**config.mk**
```make
export PLATFORM = sky130hd
export DESIGN_NAME = vga_axil_regfile
export DESIGN_NICKNAME = d
export VERILOG_FILES = /design/src/rtl/vga_axil_pkg.sv /design/src/rtl/vga_axil_slave_wr.sv /design/src/rtl/vga_axil_regfile.sv
export SDC_FILE = /design/constraint.sdc
export NUM_CORES = 1
export LEC_CHECK = 0
export ABC_AREA = 1
export CAP_MARGIN = 20
export CORE_AREA = 2 2 160 162
export DETAILED_ROUTE_END_ITERATION = 8
export DIE_AREA = 0 0 162 164
export PLACE_DENSITY = 0.73
export SETUP_SLACK_MARGIN = 0.5
export SYNTH_ARGS = -nofsm -noshare
export SYNTH_HDL_FRONTEND = slang
export SYNTH_SLANG_ARGS = --single-unit
```
**constraint.sdc**
```tcl
create_clock -name clk -period 7.2 [get_ports clk]
set_clock_uncertainty 0.2 [all_clocks]
set_input_delay 1.44 -clock clk [delete_from_list [all_inputs] [get_ports clk]]
set_output_delay 1.44 -clock clk [all_outputs]
set_load 0.005 [all_outputs]
```
**src/rtl/vga_axil_pkg.sv**
```systemverilog
// Shared AXI4-Lite types and constants for the VGA register interface.
package vga_axil_pkg;

    localparam int AXIL_ADDR_W       = 32;
    localparam int AXIL_DATA_W       = 32;
    localparam int AXIL_STRB_W       = AXIL_DATA_W / 8;
    localparam int VGA_AXIL_ADDR_LSB = 2;

    typedef logic [AXIL_ADDR_W-1:0] axil_addr_t;
    typedef logic [AXIL_DATA_W-1:0] axil_data_t;
    typedef logic [AXIL_STRB_W-1:0] axil_strb_t;

    typedef enum logic [1:0] {
        AXIL_OKAY   = 2'b00,
        AXIL_SLVERR = 2'b10
    } axil_resp_e;

    typedef enum logic [1:0] {
        WR_IDLE,
        WR_GOT_AW,
        WR_GOT_W,
        WR_RESP
    } wr_state_e;

endpackage

```
**src/rtl/vga_axil_slave_wr.sv**
```systemverilog
// AXI4-Lite write channel: AW/W capture in either order, decode, B response.
// o_commit fires combinationally on the edge that enters RESP for a legal write.
module vga_axil_slave_wr
    import vga_axil_pkg::*;
#(
    parameter int                  NUM_REGS = 4,
    parameter logic [NUM_REGS-1:0] RO_MASK  = 4'b1000,
    parameter int                  IDX_W    = 2
) (
    input  logic             clk,
    input  logic             i_srst,
    input  axil_addr_t       i_awaddr,
    input  logic             i_awvalid,
    output logic             o_awready,
    input  axil_data_t       i_wdata,
    input  axil_strb_t       i_wstrb,
    input  logic             i_wvalid,
    output logic             o_wready,
    output axil_resp_e       o_bresp,
    output logic             o_bvalid,
    input  logic             i_bready,
    output logic             o_commit,
    output logic [IDX_W-1:0] o_idx,
    output axil_data_t       o_data,
    output axil_strb_t       o_strb
);

    wr_state_e  r_state;
    logic       r_awready;
    logic       r_wready;
    logic       r_bvalid;
    axil_resp_e r_bresp;
    axil_addr_t r_addr;
    axil_data_t r_data;
    axil_strb_t r_strb;

    logic       w_aw_hs;
    logic       w_w_hs;
    logic       w_enter_resp;
    logic       w_err;
    axil_addr_t w_addr;
    axil_addr_t w_word;

    assign w_aw_hs = i_awvalid & r_awready;
    assign w_w_hs  = i_wvalid & r_wready;

    // Whichever half arrived earlier comes from the latch, the other live from the bus.
    assign w_addr = (r_state == WR_GOT_AW) ? r_addr : i_awaddr;
    assign o_data = (r_state == WR_GOT_W) ? r_data : i_wdata;
    assign o_strb = (r_state == WR_GOT_W) ? r_strb : i_wstrb;

    assign w_word = w_addr >> VGA_AXIL_ADDR_LSB;
    assign o_idx  = w_addr[VGA_AXIL_ADDR_LSB +: IDX_W];
    assign w_err  = (w_word >= axil_addr_t'(NUM_REGS)) || RO_MASK[o_idx];

    assign w_enter_resp = !i_srst &&
                          (((r_state == WR_IDLE) && w_aw_hs && w_w_hs) ||
                           ((r_state == WR_GOT_AW) && w_w_hs) ||
                           ((r_state == WR_GOT_W) && w_aw_hs));
    assign o_commit = w_enter_resp && !w_err;

    // NOTE: sequential state uses <= so every branch reads the pre-edge values.
    always_ff @(posedge clk) begin
        if (i_srst) begin
            r_state   <= WR_IDLE;
            r_awready <= 1'b0;
            r_wready  <= 1'b0;
            r_bvalid  <= 1'b0;
            r_bresp   <= AXIL_OKAY;
        end else if (w_enter_resp) begin
            r_state   <= WR_RESP;
            r_awready <= 1'b0;
            r_wready  <= 1'b0;
            r_bvalid  <= 1'b1;
            r_bresp   <= w_err ? AXIL_SLVERR : AXIL_OKAY;
        end else begin
            case (r_state)
                WR_IDLE: begin
                    if (w_aw_hs) begin
                        r_state   <= WR_GOT_AW;
                        r_awready <= 1'b0;
                        r_wready  <= 1'b1;
                    end else if (w_w_hs) begin
                        r_state   <= WR_GOT_W;
                        r_awready <= 1'b1;
                        r_wready  <= 1'b0;
                    end else begin
                        r_awready <= 1'b1;
                        r_wready  <= 1'b1;
                    end
                end
                WR_RESP: begin
                    if (i_bready) begin
                        r_state   <= WR_IDLE;
                        r_bvalid  <= 1'b0;
                        r_awready <= 1'b1;
                        r_wready  <= 1'b1;
                    end
                end
                default: begin
                end
            endcase
        end
    end

    always_ff @(posedge clk) begin
        if ((r_state == WR_IDLE) && w_aw_hs) begin
            r_addr <= i_awaddr;
        end
        if ((r_state == WR_IDLE) && w_w_hs) begin
            r_data <= i_wdata;
            r_strb <= i_wstrb;
        end
    end

    assign o_awready = r_awready;
    assign o_wready  = r_wready;
    assign o_bvalid  = r_bvalid;
    assign o_bresp   = r_bresp;

endmodule

```
**src/rtl/vga_axil_regfile.sv**
```systemverilog
// AXI4-Lite VGA control/status register bank: RW registers with byte strobes,
// RO status slots fed from ro_data_i, per-register write pulses.
module vga_axil_regfile
    import vga_axil_pkg::*;
#(
    parameter int                  NUM_REGS = 4,
    parameter logic [NUM_REGS-1:0] RO_MASK  = 4'b1000
) (
    input  logic                      clk,
    input  logic                      srst,
    input  logic [31:0]               awaddr,
    input  logic                      awvalid,
    output logic                      awready,
    input  logic [31:0]               wdata,
    input  logic [3:0]                wstrb,
    input  logic                      wvalid,
    output logic                      wready,
    output logic [1:0]                bresp,
    output logic                      bvalid,
    input  logic                      bready,
    input  logic [31:0]               araddr,
    input  logic                      arvalid,
    output logic                      arready,
    output logic [31:0]               rdata,
    output logic [1:0]                rresp,
    output logic                      rvalid,
    input  logic                      rready,
    output logic [NUM_REGS*32-1:0]    regs_o,
    output logic [NUM_REGS-1:0]       wr_pulse_o,
    input  logic [NUM_REGS*32-1:0]    ro_data_i
);

    localparam int IDX_W = (NUM_REGS > 1) ? $clog2(NUM_REGS) : 1;

    axil_data_t          r_regs [NUM_REGS];
    logic [NUM_REGS-1:0] r_wr_pulse;
    logic                r_arready;
    logic                r_rvalid;
    axil_data_t          r_rdata;
    axil_resp_e          r_rresp;

    logic                w_commit;
    logic [IDX_W-1:0]    w_idx;
    axil_data_t          w_data;
    axil_strb_t          w_strb;
    axil_resp_e          w_bresp;
    logic                w_ar_hs;
    logic [IDX_W-1:0]    w_rd_idx;
    axil_addr_t          w_rd_word;
    axil_data_t          w_rd_data;
    axil_resp_e          w_rd_resp;

    vga_axil_slave_wr #(
        .NUM_REGS (NUM_REGS),
        .RO_MASK  (RO_MASK),
        .IDX_W    (IDX_W)
    ) u_wr (
        .clk       (clk),
        .i_srst    (srst),
        .i_awaddr  (awaddr),
        .i_awvalid (awvalid),
        .o_awready (awready),
        .i_wdata   (wdata),
        .i_wstrb   (wstrb),
        .i_wvalid  (wvalid),
        .o_wready  (wready),
        .o_bresp   (w_bresp),
        .o_bvalid  (bvalid),
        .i_bready  (bready),
        .o_commit  (w_commit),
        .o_idx     (w_idx),
        .o_data    (w_data),
        .o_strb    (w_strb)
    );

    assign bresp = w_bresp;

    // NOTE: the bank is only a few flops, so it is reset outright like any control register.
    always_ff @(posedge clk) begin
        if (srst) begin
            for (int i = 0; i < NUM_REGS; i++) begin
                r_regs[i] <= '0;
            end
            r_wr_pulse <= '0;
        end else begin
            r_wr_pulse <= '0;
            if (w_commit) begin
                r_wr_pulse[w_idx] <= 1'b1;
                for (int k = 0; k < AXIL_STRB_W; k++) begin
                    if (w_strb[k]) begin
                        r_regs[w_idx][8*k +: 8] <= w_data[8*k +: 8];
                    end
                end
            end
        end
    end

    assign w_ar_hs   = arvalid & r_arready;
    assign w_rd_idx  = araddr[VGA_AXIL_ADDR_LSB +: IDX_W];
    assign w_rd_word = araddr >> VGA_AXIL_ADDR_LSB;

    // NOTE: every output of this block gets a default first, so no path can infer a latch.
    always_comb begin
        w_rd_data = '0;
        w_rd_resp = AXIL_SLVERR;
        if (w_rd_word < axil_addr_t'(NUM_REGS)) begin
            w_rd_resp = AXIL_OKAY;
            w_rd_data = RO_MASK[w_rd_idx] ? ro_data_i[int'(w_rd_idx)*AXIL_DATA_W +: AXIL_DATA_W]
                                          : r_regs[w_rd_idx];
        end
    end

    // arready mirrors !rvalid, but stays low through reset.
    always_ff @(posedge clk) begin
        if (srst) begin
            r_arready <= 1'b0;
            r_rvalid  <= 1'b0;
            r_rdata   <= '0;
            r_rresp   <= AXIL_OKAY;
        end else if (w_ar_hs) begin
            r_arready <= 1'b0;
            r_rvalid  <= 1'b1;
            r_rdata   <= w_rd_data;
            r_rresp   <= w_rd_resp;
        end else if (r_rvalid) begin
            if (rready) begin
                r_rvalid  <= 1'b0;
                r_arready <= 1'b1;
            end
        end else begin
            r_arready <= 1'b1;
        end
    end

    assign arready    = r_arready;
    assign rvalid     = r_rvalid;
    assign rdata      = r_rdata;
    assign rresp      = r_rresp;
    assign wr_pulse_o = r_wr_pulse;

    for (genvar g = 0; g < NUM_REGS; g++) begin : g_regs_o
        assign regs_o[g*AXIL_DATA_W +: AXIL_DATA_W] = RO_MASK[g] ? '0 : r_regs[g];
    end

endmodule

```
Word-level counts from Yosys, hierarchy flattened
Memory sizes are Yosys's and may differ from the RTL's.
Cells that the tools add are included.
Word-level totals
  register bits: 115
  bits in writable memories: 128
  input port bits: 235
  output and inout bits: 173
  word-level logic and storage cells: 109
  memories: 1
Memory list
  r_regs: depth 4, bits a word 32, read ports 4, clocked after memory_dff 0, write ports 4, line vga_axil_regfile.sv:35  | axil_data_t r_regs [NUM_REGS];
Cells by class
  magnitude comparators: 5
  equal/unequal tests: 7
  shifts and indexed selects: 1
  mux-type cells: 53
  bitwise logic cells: 4
  reduce and logical (&&, ||, !) cells: 25
Operators with widths (count)
  $mux 32: 5
  $shiftx 128x8->32: 1
  $mux 1: 33
  $reduce_or 32->1: 1
  $ge 30x3->1 const B: 1
  $lt 30x3->1 const B: 1
  $mux 2: 7
  $logic_and 1x1->1: 8
  $mux 4: 2
  $lt 2x3->1 const B: 2
  $reduce_bool 2->1: 3
  $reduce_or 2->1: 3
  $bmux 1 s2: 2
  $eq 2x2->1 const B: 2
  $ne 2x2->1 const B: 2
  $ne 4x1->1 const B: 1
  $pmux 1 s2: 2
  $pmux 2 s2: 1
  $reduce_and 2->1: 2
  $and 1x1->1: 3
  $logic_or 1x1->1: 3
  $ne 3x2->1 const B: 1
  $reduce_and 3->1: 1
  $reduce_bool 3->1: 1
  other kinds (6): 7

Depth between registers and ports, before layout
  depth after elaboration: 12
  depth in mapped cells: 13
  mapped depth without buffers: 13

Hierarchy
Synthesis repeated with hierarchy kept, for this count alone.
Second synthesis, totals
  cell total of the unflattened synthesis: 929
  area, all modules: 9431.5 um^2
Modules (own cells, without submodules)
  vga_axil_regfile: instances 1, cells each 707, area an instance 6282.3 um^2, sequential area each 3663.5 um^2
  vga_axil_slave_wr: instances 1, cells each 222, area an instance 3149.3 um^2, sequential area each 2102.0 um^2

Worst setup path before layout
Ideal clock, no wire load.
  path kind: input -> register
  start: input wvalid
  end: register u_wr.r_data[0], enable pin
  setup time: 0.429 ns
  arrival: 3.039 ns
  data required time: 6.571 ns
  path slack: 3.532 ns
  cell stages on the path: 2
  cells stage by stage: nand2_1 nor2_1
On the way
  longest elaborated chain between the ends: 2
Ends and longest elaborated chain
  from (decl): line vga_axil_regfile.sv:16  | input logic wvalid,
  $and 1x1->1: line vga_axil_slave_wr.sv:45  | assign w_w_hs = i_wvalid & r_wready;
  $logic_and 1x1->1: line vga_axil_slave_wr.sv:110  | if ((r_state == WR_IDLE) && w_w_hs) begin
  to (signal assigned): line vga_axil_slave_wr.sv:111  | r_data <= i_wdata;
  to (decl): line vga_axil_slave_wr.sv:34  | axil_data_t r_data;
Every way passes these cells.
A chain may end at the register's enable or synchronous reset.

==> results.cfg <==
[timing]
hold_viol = 0
setup_viol = 0
slew_headroom_pct = 30.2
rsz0062_at_grt = no
final.setup.tns_ns = 0
slew_violations = 0
holdWs_ns = 0.256
tightest_slew_ns = 1.05
max_freq_mhz = 243
setup_ws_ns = 3.08
min_period_ns = 4.12
finalCritPeriodShare_pct = 57.2

[synthesis]
async_reset_ff_share_pct = 0
synth_seq_area_share_pct = 62.6
synth_edf_count = 163
synth-main-ff-cell = edfxtp_1
synthDistinctLibCells = 39
syn_area_sq_um = 9260
syn_area_per_cell_sq_um = 11.0
synth_warnings = 0
ys_ff_latch = 208
synth_cells = 844

[die]
ios = 408
fp.dieH_um = 164
initial_core_util_pct = 37.3
die_w_um = 162
die-area_sq_um = 26600
fp-row-count = 58
core_sq_um = 24800

[cells_and_area]
layout.nets = 1351
area_growth_pct = 39.7
drive_gt1_share_pct = 6.83
fin_util_pct = 52.1
fin_cells = 1458
n_antenna_cell = 0
fillers = 2158

[min_path]
hp-class = register to register
hold_path_depth = 2

[setup_path]
r2r_cells = 10
crit_path_end = r_regs[0][12]
criticalPathCategory = primary input to register
cp-startpoint = srst
cp.arrival_ns = 4.06
endpoint_kind = register
r2r_start = u_wr.r_state[1]
critical_path_required_ns = 7.13
cp_max_fo = 19
cp-start-kind = primary input
reg2reg_to = r_regs[0][12]
r2r_slack_ns = 3.81

[grt]
grt_pass1_wl_um = 39900
grt_pass1_vias = 7221
grt_max_degree = 67
antenna_found_initial = 0
gr-total-overflow = 0
grt_usage_pct = 19.4

[clock_tree]
cts_made_buffers = 23
cts.clk_slew.worst_paths_ns = 0.06
post_cts_buffers = 0
cts_resized = 0
cts_max_path_buffers = 3
cts_tree = yes
clock_latency_ns = 0.50
htreeDepth = 1
cts_root_buf = clkbuf_16
clock-sinks = 208
cts_hold_buf = 0

[run_status]
status = completed

[route]
viasPerCell = 4.95
drt_drc_violations_left = 0
vias = 7218
wire_per_inst_um = 18.2
first_iter_violations = 453
antenna_left = 0
dr.pass1.iters = 7
wl_um = 26600

[placed_design]
globalplace.congestion = 0.770
dp_cells = 1417
place.port_buffers = 273
dp_hpwl_um = 18800
post-place-ws_ns = 2.48

[power]
peakVddDrop_uv = 200
leakage_nw = 4.82
powerDensity_nw_per_um2 = 243

[job]
max_cap_violations = 0
-- final cells by class --
cell class / count / area, sq um / area share, %
Clock buffer: 29 / 608 / 4.70
Sequential cell: 208 / 5800 / 44.8
Clock inverter: 12 / 131 / 1.02
Multi-Input combinational cell: 570 / 3100 / 23.9
Tap cell: 330 / 413 / 3.19
Inverter: 29 / 109 / 0.841
Timing Repair Buffer: 280 / 2780 / 21.5
-- state kept, by name (all words and copies together) (netlist names), 2 cells and up --
name and flops:
r_regs 97, u_wr.r_state 2, u_wr.r_data 32, wr_pulse_o 4
u_wr.r_strb 4, rdata 32, u_wr.r_addr 30
-- where the power goes --
| group | internal, mW | switching [mW] |
|---|---|---|
| logic | 0.228 | 0.332 |
| clock network | 0.702 | 0.453 |
| registers | 1.40 | 0.0344 |
| total | 2.33 | 0.819 |
-- layout by cell type, fill, tap and decap left out, types with 4 or more instances in the layout --
cell / synthesis / layout
nand3_4: 12 / 12
nor2_2: 3 / 4
clkbuf_1: 29 / 5
edfxtp_1: 163 / 163
clkbuf_16: 0 / 23
nor2_1: 175 / 172
nand2_1: 107 / 107
mux2i_1: 32 / 32
or2_2: 5 / 5
inv_1: 27 / 27
clkdlybuf4s50_1: 0 / 271
conb_1: 1 / 35
a21oi_1: 18 / 18
o21ai_0: 61 / 61
clkinv_1: 1 / 6
nor4_1: 4 / 4
nor3_1: 12 / 12
nand2_2: 4 / 4
nand3_1: 51 / 51
buf_4: 34 / 6
a211o_1: 8 / 8
o211a_1: 23 / 23
dfxtp_1: 45 / 45
-- worst max-delay path, cell delays in order --
cell	delay (ns)
clkdlybuf4s50_1	0.72
clkinv_1	0.71
nand2_1	0.52
nand3_4	0.22
nand2_1	0.44
-- layer usage --
layer  wire [um]  up-vias  global-route usage, %
li1            -     3413                      -
met1       10700     3455                   23.6
met2       13100      300                   34.2
met3        1860       50                   4.49
met4         843        0                   6.36
met5           0        -                      0
-- cells by family (layout without fill, tap and decap cells) --
family	after synthesis	count (layout)	share of synthesized area [%]
flip-flops	208	208	62.6
other	1	35	0.0405
buffers and inverters	100	350	5.53
AND/OR/NAND/NOR	379	379	18.9
multiplexers	32	32	3.46
adder cells (fa/ha/maj)	4	4	0.541
AO/OA/AOI/OAI	120	120	8.88
-- worst min path at each step --
stage,start,end,slack (ns)
finish,rdata[24],rdata[24],0.26
floorplan,rdata[0],rdata[0],0.25
global placement,rdata[23],rdata[23],0.24
detailed placement,rdata[17],rdata[17],0.24
CTS,rdata[17],rdata[17],0.26
global route,rdata[29],rdata[29],0.28
-- Yosys cell counts (5+ instances only) --
library cell  instances  area [sq um]
nor2_1              175           657
edfxtp_1            163          4890
nand2_1             107           402
o21ai_0              61           305
nand3_1              51           255
dfxtp_1              45           901
buf_4                34           255
mux2i_1              32           320
clkbuf_1             29           109
inv_1                27           101
o211a_1              23           230
a21oi_1              18          90.1
nand3_4              12           210
nor3_1               12          60.1
a211o_1               8          70.1
buf_1                 6          22.5
or2_2                 5          31.3
-- metrics by stage --
| step | power [mW] | cell area [sq um] |
|---|---|---|
| 6_report | 3.15 | 12900 |
| 3_5_place_dp | 2.02 | 12200 |
| 3_3_place_gp | 2.00 | 12200 |
| 2_1_floorplan | 1.79 | 9390 |
| 5_1_grt | 3.29 | 12900 |
| 4_1_cts | 3.18 | 12900 |
Note: power is estimated with default switching activity, not from simulation.
